[config.mk]
export PLATFORM = sky130hd
export DESIGN_NAME = wb_uart_tx_flat
export DESIGN_NICKNAME = d
export VERILOG_FILES = /design/src/rtl/wb_uart_pkg.sv /design/src/rtl/wb_uart_tx_if.sv /design/src/rtl/wb_uart_tx_sync_fifo.sv /design/src/rtl/wb_uart_tx.sv /design/src/flat_wrapper.sv
export SDC_FILE = /design/constraint.sdc
export NUM_CORES = 1
export LEC_CHECK = 0
export CORE_MARGIN = 3
export CORE_UTILIZATION = 45
export DETAILED_ROUTE_END_ITERATION = 10
export SYNTH_ARGS = -nofsm -noshare
export SYNTH_HDL_FRONTEND = slang
export SYNTH_SLANG_ARGS = --single-unit
[constraint.sdc]
create_clock -name clk -period 3.7 [get_ports clk]
set_input_delay 1.11 -clock clk [delete_from_list [all_inputs] [get_ports clk]]
set_output_delay 1.11 -clock clk [all_outputs]
set_load 0.05 [all_outputs]
[src/rtl/wb_uart_pkg.sv]
// Shared definitions for the Wishbone UART transmitter: register map,
// STATUS bit positions and transmitter FSM states.
package wb_uart_pkg;

   typedef enum logic [1:0] {
      ADR_DATA   = 2'd0,
      ADR_STATUS = 2'd1,
      ADR_DIV    = 2'd2,
      ADR_IER    = 2'd3
   } adr_e;

   localparam int ST_EMPTY = 0;
   localparam int ST_FULL  = 1;
   localparam int ST_BUSY  = 2;
   localparam int ST_OVF   = 3;

   typedef enum logic [1:0] {
      IDLE,
      START,
      DATA,
      STOP
   } tx_state_e;

endpackage

[src/rtl/wb_uart_tx_if.sv]
// Wishbone classic slave signal bundle for the UART transmitter.
interface wb_uart_tx_if;
   logic        wb_cyc_i;
   logic        wb_stb_i;
   logic        wb_we_i;
   logic [1:0]  wb_adr_i;
   logic [15:0] wb_dat_i;
   logic [15:0] wb_dat_o;
   logic        wb_ack_o;

   modport master (
      output wb_cyc_i, wb_stb_i, wb_we_i, wb_adr_i, wb_dat_i,
      input  wb_dat_o, wb_ack_o
   );

   modport slave (
      input  wb_cyc_i, wb_stb_i, wb_we_i, wb_adr_i, wb_dat_i,
      output wb_dat_o, wb_ack_o
   );
endinterface

[src/rtl/wb_uart_tx_sync_fifo.sv]
// Single-clock show-ahead FIFO; a push into a full FIFO is accepted only when
// a pop frees a slot in the same cycle.
module sync_fifo #(
   parameter int WIDTH = 8,
   parameter int DEPTH = 8
) (
   input  logic             clk,
   input  logic             reset,
   input  logic             push,
   input  logic [WIDTH-1:0] din,
   input  logic             pop,
   output logic [WIDTH-1:0] dout,
   output logic             full,
   output logic             empty
);
   localparam int AW = $clog2(DEPTH);
   localparam logic [AW:0] FULL_CNT = (AW+1)'(DEPTH);

   logic [AW-1:0]    wr_ptr_q, wr_ptr_d, rd_ptr_q, rd_ptr_d;
   logic [AW:0]      count_q, count_d;
   logic [WIDTH-1:0] mem_q [DEPTH];
   logic             do_push, do_pop;

   assign full    = (count_q == FULL_CNT);
   assign empty   = (count_q == '0);
   assign do_pop  = pop & ~empty;
   assign do_push = push & (~full | do_pop);
   assign dout    = mem_q[rd_ptr_q];

   // NOTE: every always_comb output gets a default first, so no path leaves it unassigned and no latch is inferred.
   always_comb begin
      wr_ptr_d = wr_ptr_q;
      rd_ptr_d = rd_ptr_q;
      count_d  = count_q;
      if (do_push) wr_ptr_d = wr_ptr_q + 1'b1;
      if (do_pop)  rd_ptr_d = rd_ptr_q + 1'b1;
      case ({do_push, do_pop})
         2'b10:   count_d = count_q + 1'b1;
         2'b01:   count_d = count_q - 1'b1;
         default: count_d = count_q;
      endcase
   end

   // NOTE: sequential state uses non-blocking assignments so every flop samples pre-edge values.
   always_ff @(posedge clk or negedge reset) begin
      if (!reset) begin
         wr_ptr_q <= '0;
         rd_ptr_q <= '0;
         count_q  <= '0;
      end else begin
         wr_ptr_q <= wr_ptr_d;
         rd_ptr_q <= rd_ptr_d;
         count_q  <= count_d;
      end
   end

   // NOTE: storage is not reset; empty/full come from the reset pointers, so stale contents are never observed.
   always_ff @(posedge clk) begin
      if (do_push) mem_q[wr_ptr_q] <= din;
   end
endmodule

[src/rtl/wb_uart_tx.sv]
// Wishbone classic UART transmitter (8N1) with TX FIFO and readable status.
// Optional interrupt output and IER register at address 3: WB_UART_TX_IRQ_EN.
module wb_uart_tx
   import wb_uart_pkg::*;
#(
   parameter int          DEPTH     = 8,
   parameter logic [15:0] DIV_RESET = 16'd433
) (
   input  logic         clk,
   input  logic         reset,
   wb_uart_tx_if.slave  bus,
`ifdef WB_UART_TX_IRQ_EN
   output logic         irq,
`endif
   output logic         tx
);
   adr_e        adr;
   logic        accept, fifo_push, fifo_pop, fifo_full, fifo_empty;
   logic [7:0]  fifo_dout;
   logic [15:0] status;

   logic        ack_q, ack_d, ovf_q, ovf_d, tx_q, tx_d;
   logic [15:0] dat_q, dat_d, div_q, div_d, baud_q, baud_d;
   logic [7:0]  shift_q, shift_d;
   logic [2:0]  bit_q, bit_d;
   tx_state_e   state_q, state_d;
`ifdef WB_UART_TX_IRQ_EN
   logic        ier_q, ier_d, irq_q, irq_d;
`endif

   // The edge that raises ack is the single point where a request takes effect.
   assign adr       = adr_e'(bus.wb_adr_i);
   assign accept    = bus.wb_cyc_i & bus.wb_stb_i & ~ack_q;
   assign fifo_push = accept & bus.wb_we_i & (adr == ADR_DATA);
   assign fifo_pop  = (state_q == IDLE) & ~fifo_empty;

   sync_fifo #(.WIDTH(8), .DEPTH(DEPTH)) u_fifo (
      .clk   (clk),
      .reset (reset),
      .push  (fifo_push),
      .din   (bus.wb_dat_i[7:0]),
      .pop   (fifo_pop),
      .dout  (fifo_dout),
      .full  (fifo_full),
      .empty (fifo_empty)
   );

   always_comb begin
      status           = '0;
      status[ST_EMPTY] = fifo_empty;
      status[ST_FULL]  = fifo_full;
      status[ST_BUSY]  = (state_q != IDLE);
      status[ST_OVF]   = ovf_q;
   end

   always_comb begin
      ack_d = accept;
      dat_d = '0;
      div_d = div_q;
      ovf_d = ovf_q;
`ifdef WB_UART_TX_IRQ_EN
      ier_d = ier_q;
      irq_d = ier_q & fifo_empty & (state_q == IDLE);
`endif
      if (accept && !bus.wb_we_i) begin
         case (adr)
            ADR_STATUS: begin
               dat_d = status;
               ovf_d = 1'b0;
            end
            ADR_DIV: dat_d = div_q;
`ifdef WB_UART_TX_IRQ_EN
            ADR_IER: dat_d = {15'd0, ier_q};
`endif
            default: dat_d = '0;
         endcase
      end
      if (accept && bus.wb_we_i) begin
         case (adr)
            ADR_DATA: if (fifo_full && !fifo_pop) ovf_d = 1'b1;
            ADR_DIV:  div_d = bus.wb_dat_i;
`ifdef WB_UART_TX_IRQ_EN
            ADR_IER:  ier_d = bus.wb_dat_i[0];
`endif
            default: ;
         endcase
      end
   end

   // A new divisor is only picked up on reload, so the bit in flight keeps its length.
   always_comb begin
      state_d = state_q;
      baud_d  = baud_q;
      bit_d   = bit_q;
      shift_d = shift_q;
      case (state_q)
         IDLE: if (!fifo_empty) begin
            shift_d = fifo_dout;
            baud_d  = div_q;
            state_d = START;
         end
         START: if (baud_q == '0) begin
            baud_d  = div_q;
            bit_d   = '0;
            state_d = DATA;
         end else baud_d = baud_q - 16'd1;
         DATA: if (baud_q == '0) begin
            baud_d  = div_q;
            shift_d = shift_q >> 1;
            bit_d   = bit_q + 3'd1;
            if (bit_q == 3'd7) state_d = STOP;
         end else baud_d = baud_q - 16'd1;
         STOP: if (baud_q == '0) state_d = IDLE;
               else baud_d = baud_q - 16'd1;
         default: state_d = IDLE;
      endcase
      case (state_q)
         START:   tx_d = 1'b0;
         DATA:    tx_d = shift_q[0];
         default: tx_d = 1'b1;
      endcase
   end

   always_ff @(posedge clk or negedge reset) begin
      if (!reset) begin
         ack_q   <= 1'b0;
         dat_q   <= '0;
         div_q   <= DIV_RESET;
         ovf_q   <= 1'b0;
         tx_q    <= 1'b1;
         baud_q  <= '0;
         bit_q   <= '0;
         shift_q <= '0;
         state_q <= IDLE;
`ifdef WB_UART_TX_IRQ_EN
         ier_q   <= 1'b0;
         irq_q   <= 1'b0;
`endif
      end else begin
         ack_q   <= ack_d;
         dat_q   <= dat_d;
         div_q   <= div_d;
         ovf_q   <= ovf_d;
         tx_q    <= tx_d;
         baud_q  <= baud_d;
         bit_q   <= bit_d;
         shift_q <= shift_d;
         state_q <= state_d;
`ifdef WB_UART_TX_IRQ_EN
         ier_q   <= ier_d;
         irq_q   <= irq_d;
`endif
      end
   end

   assign bus.wb_ack_o = ack_q;
   assign bus.wb_dat_o = dat_q;
   assign tx           = tx_q;
`ifdef WB_UART_TX_IRQ_EN
   assign irq          = irq_q;
`endif
endmodule
[src/flat_wrapper.sv]
// flat-port wrapper written by rule: the top's interface ports become plain ports
module wb_uart_tx_flat import wb_uart_pkg::*;
#(
   parameter int          DEPTH     = 8,
   parameter logic [15:0] DIV_RESET = 16'd433
)
  (clk, reset, tx, bus_wb_cyc_i, bus_wb_stb_i, bus_wb_we_i, bus_wb_adr_i, bus_wb_dat_i, bus_wb_dat_o, bus_wb_ack_o);
  wb_uart_tx_if bus_i ();
  input  logic clk;
  input  logic reset;
  output logic tx;
  input wire logic [$bits(bus_i.wb_cyc_i)-1:0] bus_wb_cyc_i;
  input wire logic [$bits(bus_i.wb_stb_i)-1:0] bus_wb_stb_i;
  input wire logic [$bits(bus_i.wb_we_i)-1:0] bus_wb_we_i;
  input wire logic [$bits(bus_i.wb_adr_i)-1:0] bus_wb_adr_i;
  input wire logic [$bits(bus_i.wb_dat_i)-1:0] bus_wb_dat_i;
  output wire logic [$bits(bus_i.wb_dat_o)-1:0] bus_wb_dat_o;
  output wire logic [$bits(bus_i.wb_ack_o)-1:0] bus_wb_ack_o;
  assign bus_i.wb_cyc_i = bus_wb_cyc_i;
  assign bus_i.wb_stb_i = bus_wb_stb_i;
  assign bus_i.wb_we_i = bus_wb_we_i;
  assign bus_i.wb_adr_i = bus_wb_adr_i;
  assign bus_i.wb_dat_i = bus_wb_dat_i;
  assign bus_wb_dat_o = bus_i.wb_dat_o;
  assign bus_wb_ack_o = bus_i.wb_ack_o;
  wb_uart_tx #(.DEPTH(DEPTH), .DIV_RESET(DIV_RESET)) u_core (.clk(clk), .reset(reset), .bus(bus_i), .tx(tx));
endmodule
==> results of run 1 <==
where the power goes:
part	total [mW]	switching, mW	internal [mW]
sequential	2.22	0.349	1.87
clock	1.73	0.620	1.11
combinational	2.00	1.10	0.903
total	5.96	2.07	3.89
worst min-delay path by stage:
stage	startpoint	end	slack (ps)
2_1_floorplan	u_core.bit_q[1]	u_core.bit_q[1]	440
5_1_grt	u_core.shift_q[5]	u_core.shift_q[5]	510
3_3_place_gp	u_core.shift_q[7]	u_core.shift_q[7]	460
4_1_cts	u_core.bit_q[1]	u_core.bit_q[1]	480
3_5_place_dp	u_core.bit_q[1]	u_core.bit_q[1]	460
6_report	u_core.bit_q[1]	u_core.bit_q[1]	470
flip-flops by register name, indices dropped and copies added (netlist names):
signal and cells:
u_core.shift_q 8, u_core.u_fifo.rd_ptr_q 3, u_core.u_fifo.mem_q 64, u_core.tx 1
u_core.baud_q 16, u_core.bus.wb_dat_o 16, u_core.bus.wb_ack_o 1, u_core.state_q 2
u_core.u_fifo.wr_ptr_q 3, u_core.bit_q 3, u_core.u_fifo.count_q 4, u_core.div_q 16
u_core.ovf_q 1
layout by cell type (no fill, tap or decap), types with 5 or more instances in the layout:
master,count
nor3_1,13
ha_1,15
a22oi_1,5
clkdlybuf4s50_1,39
mux4_2,16
a21oi_1,17
o21ai_0,15
buf_4,17
mux2_2,19
dfstp_2,6
dfrtp_1,68
o21ai_1,9
nand2_1,39
mux2i_1,8
edfxtp_1,64
xor2_1,5
inv_1,12
nor2_1,37
nand3_1,9
clkbuf_16,17
nor4_1,5
and2_1,14
area by class of cell:
type / instances / area (µm²) / share of cell area
Clock inverter: 14 / 180 / 0.0242
Clock buffer: 17 / 425 / 0.0572
Tap cell: 176 / 220 / 0.0296
Multi-Input combinational cell: 299 / 2270 / 0.305
Inverter: 12 / 45.0 / 0.00605
Sequential cell: 138 / 3780 / 0.508
Timing Repair Buffer: 56 / 518 / 0.0696
kinds of logic (layout without fill, tap and decap cells):
kind of cell / after synthesis / in the layout / synth area share
fa+ha+maj: 15 / 15 / 0.0302
simple gates: 142 / 142 / 0.116
compound gates: 90 / 90 / 0.101
buf+inv: 34 / 99 / 0.0262
xor+xnor: 9 / 9 / 0.0127
mux: 43 / 43 / 0.105
flops: 138 / 138 / 0.609
layer usage:
metal | vias up | global-route usage | wire [µm]
met5 | - | 0 | 0
met4 | 0 | 0.0602 | 127
met3 | 8 | 0.0535 | 849
met2 | 125 | 0.266 | 5880
met1 | 1936 | 0.263 | 5930
li1 | 1871 | - | -
metrics by stage:
| step | power [mW] | hold slack [ps] | instance area [µm²] |
|---|---|---|---|
| 2_1_floorplan | 3.74 | 443 | 6210 |
| 3_3_place_gp | 4.18 | 462 | 6840 |
| 3_5_place_dp | 4.23 | 463 | 6840 |
| 4_1_cts | 5.98 | 477 | 7440 |
| 5_1_grt | 6.33 | 505 | 7440 |
| 6_report | 5.96 | 470 | 7440 |
worst reg2reg max path: stages, from the launching register on:
cell and delay, ps:
dfrtp_1 460, nor4_1 700, nor2_1 80, buf_4 190, ha_1 250, xor2_1 170, ha_1 190, a21oi_1 150
xor2_1 150, nor2_1 60, xor2_1 140
==> flow_summary.toml, run 1 <==
[final_layout]
fillers = 1127
num_antenna_cells = 0
nets = 562
final_util = 0.557
area_growth_pct = 19.9
instances_no_fill = 712
layout-drive-gt1-share = 0.177

[global_routing]
grt_max_degree = 75
antenna_found_initial = 0
grt_pass1_wl_mm = 20.5
first_global_vias = 3801
globalRouteOverflowTotal = 0
track_usage = 0.182

[run_status]
status = "completed"

[worst_setup_path]
r2r_start = "u_core.u_fifo.count_q[1]"
worst-path-max-fanout = 9
ff2ff_path_depth = 10
cp-endpoint = "u_core.u_fifo.count_q[3]"
timing.critical_path.buf_inv = 3
r2r_end = "u_core.u_fifo.count_q[2]"
cp-start-kind = "primary input"
required_ps = 4040
startpoint = "bus_wb_adr_i[0]"
cp_num_cells = 11
slowest_stage = "clkdlybuf4s50_1"
cp_top_family = "buffers and inverters"
r2r_slack_ps = 1050
arrival_ps = 3190
worstSetupPathType = "primary input to register"
max_stage_delay_ps = 420
cp-end-kind = "register"
cp_cell_sequence = "clkdlybuf4s50_1, inv_1, ha_1, o2111ai_2, buf_4, ha_1, nand3b_1, a21oi_1, nor3_1, nor3_1, xor2_1"

[logic_synthesis]
avgSynthCellArea_um2 = 13.2
ys_seq_elements = 138
seq_area_frac_synth = 0.609
synthesis.area_mm2 = 0.00621
synthTopCellsByArea = "edfxtp_1 (31%), dfrtp_1 (27%), mux4_2 (5.8%), mux2_2 (3.4%), ha_1 (3.0%)"
yosys.area.top_type = "edfxtp_1"
synth_flop_cell = "dfrtp_1"
async_flop_share = 0.536
synth_edf_count = 64
synth_warnings = 0
netlist_top_cells_count = "dfrtp_1 (68), edfxtp_1 (64), nand2_1 (39), nor2_1 (37), mux2_2 (19)"
yosysTopAreaCellShare = 0.310
yosysMostFrequentCell = "dfrtp_1"
netlist_instances = 471
synthesis.nets = 509
yosysUniqueCellTypes = 65

[floorplan]
rows = 42
die_area_mm2 = 0.0152
design.portCount = 41
die_height_um = 123
initial_core_util = 0.465
fp.dieW_um = 123
core_mm2 = 0.0133

[pwr]
power_density_mw_per_mm2 = 801
vdd_drop_max_v = 0.000368
p_leak_nw = 2.93

[placement]
place_inst = 681
dpl_worst_slack_ps = 411
io_buffers = 40
place.gp.congestion = 0.902
dp_hpwl_mm = 8.60

[detailed_routing]
finalWirelength_mm = 12.8
routedWlPerCell_um = 18.0
ant_nets = 0
firstDrtPassIters = 5
route.detailed.drc = 0
vias_per_cell = 5.53
initialDrtViolationCount = 302
via_count = 3940

[flow_run]
drv_cap = 0

[min_path]
hold_depth = 2
worst_hold_path_type = "register to register"

[clock_tree]
cts-root-buf = "clkbuf_16"
cts_setup_buffers = 0
cts_tree = "yes"
clkTransAtPathRegs_ps = 60
post_cts_resized = 0
cts_buffers = 17
cts_hold_buf = 0
cts_max_level = 4
clock_path_buffers = 2
insertion_delay_ps = 410
cts.sink_count = 138

[timing]
report.final.hold_viol_count = 0
drv_slew = 0
setup_tns_ps = 0
relSlewSlack = 0.186
fin_crit_ps = 2850
fin_skew_ps = 8.39
worst_pin_slew_ps = 1220
fmax_mhz = 351
setup_viol = 0
rsz0062_at_grt = "false"
fin_ws_ps = 854
period_share = 0.769
Note: power is estimated with default switching activity, not from simulation.
==> run 2, diff against run 1 <==
Settings changed: PLACE_DENSITY set to 0.66.
Clock period 3.7 ns to 2.55 ns, I/O delays scaled along.
==> run 2 against run 1 <==
First-iteration DRC count rose by 4.0%. Die area did not move. Core utilization rose by 1.9 points. Total power rose by 49%. Non-clock buffer count rose by 25. Clock skew fell by 0.75 ps. Sequential power rose by 42%. Critical path type is now register to output pin. Critical endpoint is now tx. Highest routed layer unchanged.
==> flow_summary.toml, run 2 (synthesis results as in run 1) <==
[run_status]
status = "completed"

[final_layout]
largest_register_ffs = 64
layout-drive-gt1-share = 0.228
instances_no_fill = 737
multi_input_area_mm2 = 0.00232
top_register = "u_core.u_fifo.mem_q"
area_growth_pct = 24.0
seq_area_mm2 = 0.00378
num_antenna_cells = 0
final_common_cell = "dfrtp_1"
nets = 587
final_cell_mix = "dfrtp_1 (68), edfxtp_1 (64), buf_4 (40)"
fillers = 1105

[detailed_routing]
via_count = 4068
route.detailed.drc = 0
routedWlPerCell_um = 17.6
vias_per_cell = 5.52
ant_nets = 0
firstDrtPassIters = 5
initialDrtViolationCount = 314
finalWirelength_mm = 13.0

[worst_setup_path]
timing.critical_path.buf_inv = 1
cp_num_cells = 1
r2r_slack_ps = 180
slowest_stage = "clkdlybuf4s50_1"
cp-endpoint = "tx"
r2r_start = "u_core.state_q[0]"
required_ps = 1790
worstSetupPathType = "register to output pin"
r2r_end = "u_core.u_fifo.count_q[3]"
worst-path-max-fanout = 1
startpoint = "u_core.tx"
ff2ff_path_depth = 11
cp-end-kind = "output pin"
arrival_ps = 1710
cp_top_family = "buffers and inverters"
max_stage_delay_ps = 790
cp-start-kind = "register"
cp_cell_sequence = "clkdlybuf4s50_1"

[timing]
relSlewSlack = 0.257
fmax_mhz = 404
setup_tns_ps = 0
report.final.hold_viol_count = 0
fin_crit_ps = 2480
fin_skew_ps = 7.65
timing.hold.ws_ps = 284
worst_pin_slew_ps = 1110
fin_ws_ps = 73.0
period_share = 0.971
setup_viol = 0
rsz0062_at_grt = "false"
drv_slew = 0

[placement]
dpl_worst_slack_ps = -422
place_inst = 706
place.gp.congestion = 0.928
io_buffers = 40
dp_hpwl_mm = 9.39

[floorplan]
core_mm2 = 0.0133
initial_core_util = 0.465
die_area_mm2 = 0.0152
die_height_um = 123
fp.dieW_um = 123
rows = 42
design.portCount = 41

[clock_tree]
clkTransAtPathRegs_ps = 50
insertion_delay_ps = 420
cts_tree = "yes"
cts_setup_buffers = 0
cts_max_level = 4
cts-root-buf = "clkbuf_16"
clock_path_buffers = 2
cts.sink_count = 138
cts_buffers = 17
cts_hold_buf = 0

[global_routing]
globalRouteOverflowTotal = 0
track_usage = 0.189
antenna_found_initial = 0
first_global_vias = 4148
grt_max_degree = 44
grt_pass1_wl_mm = 21.5

[pwr]
p_leak_nw = 3.05
fin_total_pwr_mw = 8.89
vdd_drop_max_v = 0.000613
power_density_mw_per_mm2 = 1150

[min_path]
worst_hold_path_type = "primary input to async pin"

[flow_run]
drv_cap = 0
## run 2: timing repair
item                                    in CTS  in global routing
endpoints found under the setup margin       0                  2
hold endpoints to repair                     0                  0
resized for setup                            0                  3
## run 2: worst min-delay path by stage
stage	cells after the start	from	slack, ps	endpoint
final	1	reset	280	u_core.bus.wb_dat_o[9]
after global routing	1	reset	300	u_core.bus.wb_dat_o[9]
after CTS	1	reset	290	u_core.bus.wb_dat_o[9]
after detailed placement	2	u_core.shift_q[7]	480	u_core.shift_q[7]
after global placement	2	u_core.bit_q[1]	450	u_core.bit_q[1]
after floorplan	2	u_core.bit_q[1]	440	u_core.bit_q[1]
## run 2: final cells by class
cell class | instances | share of cell area
flip-flops and latches | 138 | 0.491
inverters | 12 | 0.00585
repair buffers | 81 | 0.0949
multi-input cells | 299 | 0.301
well taps | 176 | 0.0286
clock buffers | 18 | 0.0557
clock inverters | 13 | 0.0229
## run 2: power breakdown
part,switching [mW],internal (mW)
combinational,1.74,1.49
sequential,0.427,2.72
clock,0.901,1.62
## run 2: per-stage QoR
step	area, µm²	util
CTS	7690	0.576
detailed placement	7080	0.531
global route	7700	0.577
finish	7700	0.577
global placement	7080	0.531
floorplan	6240	-
## run 2: routing by layer
layer  GRT usage  part of all wire  up-vias
li1            -                 -     1924
met1       0.260              0.45     2019
met2       0.284              0.47      104
met3      0.0604             0.058       21
met4      0.0692             0.019        0
met5           0                 0        -
